File: config.mk
export PLATFORM = sky130hd
export DESIGN_NAME = dx_skid_latch
export DESIGN_NICKNAME = d
export VERILOG_FILES = /design/src/rtl/dx_skid_latch.sv
export SDC_FILE = /design/constraint.sdc
export NUM_CORES = 1
export LEC_CHECK = 0
export ABC_AREA = 1
export CORE_ASPECT_RATIO = 0.9
export CORE_UTILIZATION = 51
export CTS_BUF_LIST = sky130_fd_sc_hd__clkbuf_4
export DETAILED_ROUTE_END_ITERATION = 12
export GPL_TIMING_DRIVEN = 0
export PLACE_DENSITY = 0.83
export SLEW_MARGIN = 30
export SYNTH_ARGS = -nofsm -noshare
export SYNTH_HDL_FRONTEND = slang
export SYNTH_SLANG_ARGS = --single-unit
File: constraint.sdc
create_clock -name clock -period 1.8 [get_ports clock]
set_input_delay 0.27 -clock clock [delete_from_list [all_inputs] [get_ports clock]]
set_output_delay 0.27 -clock clock [all_outputs]
set_load 0.03 [all_outputs]
File: src/rtl/dx_skid_latch.sv
// dx_skid_latch: decode-to-execute 2-entry skid buffer with flush and saturating stall counter
// MAIN drives the execute side; SKID absorbs the beat accepted while execute stalls.
module dx_skid_latch #(
    parameter int DATA_W = 32,
    parameter int IMM_W  = 17,
    parameter int CNT_W  = 16
) (
    input  logic              clock,
    input  logic              reset_n,
    input  logic              flush,
    input  logic              in_valid,
    output logic              in_ready,
    input  logic [DATA_W-1:0] in_pc,
    input  logic [DATA_W-1:0] in_insn,
    input  logic [DATA_W-1:0] in_rs_data,
    input  logic [DATA_W-1:0] in_rt_data,
    output logic              out_valid,
    input  logic              out_ready,
    output logic [DATA_W-1:0] out_pc,
    output logic [DATA_W-1:0] out_insn,
    output logic [DATA_W-1:0] out_rs_data,
    output logic [DATA_W-1:0] out_rt_data,
    output logic [4:0]        out_opcode,
    output logic [4:0]        out_rd,
    output logic [4:0]        out_rs,
    output logic [4:0]        out_rt,
    output logic [4:0]        out_shamt,
    output logic [4:0]        out_aluop,
    output logic [IMM_W-1:0]  out_imm,
    output logic [26:0]       out_target,
    output logic [CNT_W-1:0]  stall_cnt
);
    typedef struct packed {
        logic [DATA_W-1:0] pc;
        logic [DATA_W-1:0] insn;
        logic [DATA_W-1:0] rs_data;
        logic [DATA_W-1:0] rt_data;
    } beat_t;
    typedef enum logic [1:0] {EMPTY, ONE, FULL} state_t;
    state_t state;
    beat_t  main_q, skid_q, in_beat;
    logic   accept, drain;
    assign in_beat   = {in_pc, in_insn, in_rs_data, in_rt_data};
    assign out_valid = state != EMPTY;
    assign accept    = in_valid & in_ready;
    assign drain     = out_valid & out_ready;
    assign {out_pc, out_insn, out_rs_data, out_rt_data} = main_q;
    assign out_opcode = out_insn[31:27];
    assign out_rd     = out_insn[26:22];
    assign out_rs     = out_insn[21:17];
    assign out_rt     = out_insn[16:12];
    assign out_shamt  = out_insn[11:7];
    assign out_aluop  = out_insn[6:2];
    assign out_imm    = out_insn[IMM_W-1:0];
    assign out_target = out_insn[26:0];
    // in_ready is kept as its own flop so execute stalls never reach decode combinationally
    always_ff @(posedge clock or negedge reset_n) begin
        if (!reset_n) begin
            state     <= EMPTY;
            main_q    <= '0;
            skid_q    <= '0;
            in_ready  <= 1'b1;
            stall_cnt <= '0;
        end else begin
            if (out_valid && !out_ready && stall_cnt != {CNT_W{1'b1}})
                stall_cnt <= stall_cnt + CNT_W'(1);
            if (flush) begin
                state    <= EMPTY;
                main_q   <= '0;
                skid_q   <= '0;
                in_ready <= 1'b1;
            end else begin
                case (state)
                    EMPTY: if (accept) begin
                        main_q <= in_beat;
                        state  <= ONE;
                    end
                    ONE: if (accept && !drain) begin
                        skid_q   <= in_beat;
                        state    <= FULL;
                        in_ready <= 1'b0;
                    end else if (drain && !accept) begin
                        main_q <= '0;
                        state  <= EMPTY;
                    end else if (accept && drain) begin
                        main_q <= in_beat;
                    end
                    FULL: if (drain) begin
                        main_q   <= skid_q;
                        skid_q   <= '0;
                        state    <= ONE;
                        in_ready <= 1'b1;
                    end
                    default: state <= EMPTY;
                endcase
            end
        end
    end
endmodule

==> results.toml <==
[outcome]
status = "complete, but fails checks"
violations = "negative setup slack"

[setup_path]
crit_path_start_kind = "flop"
critical_path.cell_chain = "inv_2 > buf_6 > ha_4 > inv_2 > nor2_4 > buf_6 > nand2_4 > nand2_4 > nor3_4 > buf_6 > clkbuf_16 > clkbuf_16 > nand2_2 > nand2_1"
path_buf_inv = 7
slowest_stage = "dfrtp_1"
critPathCaptureType = "flop"
crit_family = "buffers and inverters"
max_stage_delay_ps = 400
r2r-start = "state[1]$_DFFE_PN0P_"
crit_type = "flop to flop"
rr_worst_depth = 14
r2r_slack_ps = -160
cp_common_cell = "buf_6"
required_ps = 2360
crit_fanout = 5
arrival_ps = 2520
reg2reg_to = "out_rt_data[28]$_DFFE_PN0P_"

[global_route]
antenna_found_initial = 3
track_usage = 0.324
grt_pass1_wl_mm = 69.2
grt_overflow = 0
grt_pass1_vias = 13500
grt_max_degree = 82

[timing]
worstMarginPinSlew_ps = 622
final-hold-violation-count = 0
fin_worst_skew_ps = 54.9
rsz0062_at_grt = "yes"
postLayoutSetupSlackWorst_ps = -156
tns_ps = -18570
setup_viol = 232
max_slew_margin = 0.585
slew_violations = 0
fmaxAchievable_mhz = 511
fin_crit_sh = 1.09
fin_crit_ps = 1960

[power_and_ir_drop]
p_clk_frac = 0.150
power_frac_comb = 0.579
p_switching_uw = 17500
peakVddDrop_mv = 1.27
p_leak_uw = 0.0116
power_density_nw_per_um2 = 1840
p_int_uw = 20600
seq_power_share = 0.271
p_sw_frac = 0.460

[die]
core_area_sq_um = 26000
initial_core_util = 0.518
die_y_um = 156
die-area_sq_um = 27100
rows = 56
ios = 353
die_w_um = 173

[route]
first_iter_violations = 1279
drc = 0
wire_per_inst_um = 18.0
vias_per_cell = 5.31
drt-total-wl_mm = 48.1
vias = 14200
antenna_left = 0
drtPass1Iterations = 8

[layout]
drive_gt1_frac = 0.319
final_cell_mix = "943 x nand2_1, 262 x dfrtp_1, 135 x nand2_2"
fillers = 1640
syn2layout_area_growth_pct = 54.1
final_common_cell = "nand2_1"
fin_nets = 2421

[synthesis]
yosysSeqAreaShare = 0.511
synth_seq_cells = 275
synth_area_sq_um = 13500
syn_avg_cell_area_sq_um = 7.59
syn-num-nets = 1912
synth_top_area_frac = 0.509
ys_types = 22
synth_area_leaders = "dfrtp_1 51%, nand2_1 31%, nand3_1 5.2%"
syn-instance-count = 1774
yosys.area.top_type = "dfrtp_1"
yosysWarnings = 0

[clocking]
clkLatencyLatePin_ps = 700
cts.htree.levels = 3
clockBufferDepth = 3
cts-root-buf = "clkbuf_4"
clk_pin_slew_worst_paths_ps = 60
cts_tree = "yes"
cts_made_buffers = 75
clock-sinks = 275

[placement]
pre_cts_ws_ps = -331
port_buffers = 352
place.gp.congestion = 0.910
dp_hpwl_mm = 27.0

[job]
max-cap-violations = 0

[min_path]
holdPathStages = 3
whs_endpoint = "skid_q[89]$_DFFE_PN0P_"
holdCritStartpoint = "in_insn[25]"
hold_class = "input pin to flop"
==> layout make-up <==
cell class,instances,area (sq um),area share
Clock buffer,113,848,0.0409
Buffer,167,1600,0.0769
Timing Repair Buffer,439,4610,0.222
Clock inverter,12,85.1,0.00410
Antenna cell,3,7.51,0.000362
Tap cell,348,435,0.0210
Inverter,19,73.8,0.00356
Multi-Input combinational cell,1306,6200,0.299
Sequential cell,275,6900,0.332
==> metrics by stage <==
step / util / hold slack, ps / instances / power [uW] / area, sq um
after floorplan: - / -25.6 / 1774 / 21300 / 13500
after global placement: 0.670 / 464 / 2474 / 28200 / 17400
after detailed placement: 0.674 / 301 / 2477 / 28600 / 17500
after CTS: 0.761 / 103 / 2660 / 35800 / 19800
after global routing: 0.798 / 140 / 2682 / 39900 / 20700
final: 0.798 / 149 / 2682 / 38100 / 20700
==> power groups by stage <==
stage / registers (uW) / clock network [uW] / logic, uW
2_1_floorplan: 12800 / 0 / 8490
3_3_place_gp: 10200 / 0 / 18000
3_5_place_dp: 10200 / 0 / 18400
4_1_cts: 10100 / 5720 / 20000
5_1_grt: 10600 / 6050 / 23300
6_report: 10300 / 5710 / 22000
==> worst min-delay path, stage by stage <==
cell and delay [ps]:
clkdlybuf4s50_1 430, nand2_2 70, nand2_1 40
==> logic make-up after synthesis <==
| family | after synthesis | share of synthesized area |
|---|---|---|
| and+or+nand+nor | 1285 | 0.374 |
| adders and majority gates | 5 | 0.00465 |
| xor gates and xnor gates | 7 | 0.00455 |
| buffers and inverters | 193 | 0.102 |
| AOI/OAI and AO/OA | 9 | 0.00418 |
| DFF | 275 | 0.511 |
==> registers in the layout, summed over array words and instances (netlist names) <==
| name | count |
|---|---|
| out_rt_data | 32 |
| out_insn | 32 |
| out_pc | 32 |
| out_rs_data | 32 |
| stall_cnt | 16 |
| skid_q | 128 |
| in_ready | 1 |
| state | 2 |
==> metal layers <==
metal | track usage | routed length, um
met3 | 0.0716 | 3750
met2 | 0.540 | 23700
met1 | 0.398 | 18300
met4 | 0.164 | 2370
met5 | 0 | 0
==> how the worst max path moves through the flow <==
stage | start | to | depth (start not counted)
final | state[1]$_DFFE_PN0P_ | out_rt_data[28]$_DFFE_PN0P_ | 14
after global routing | state[1]$_DFFE_PN0P_ | out_rt_data[15]$_DFFE_PN0P_ | 13
after CTS | state[1]$_DFFE_PN0P_ | skid_q[104]$_DFFE_PN0P_ | 14
after detailed placement | in_valid | skid_q[29]$_DFFE_PN0P_ | 10
after global placement | reset_n | stall_cnt[0]$_DFFE_PN0P_ | 1
after floorplan | stall_cnt[1]$_DFFE_PN0P_ | stall_cnt[4]$_DFFE_PN0P_ | 9
==> cells in the mapped netlist <==
library cell	number
xnor2_1	6
nand2_1	1113
ha_1	5
buf_6	40
clkbuf_1	12
buf_4	79
nand3_1	139
o21ai_0	8
nand2_2	2
o21ai_4	1
xor2_1	1
dfstp_2	1
nor2_1	22
nor3_2	1
nor2_2	2
nand4_1	5
buf_2	41
inv_2	2
nand3_2	1
inv_1	17
buf_1	2
dfrtp_1	274
==> repair_timing <==
action	in CTS	in global routing
setup buffers	36	17
endpoints found under the hold margin	79	0
gates cloned	26	15
pin swaps	47	70
gates resized for setup	818	260
hold buffers	1	0
setup endpoints to repair	470	300
(Power assumes the default switching activity.)
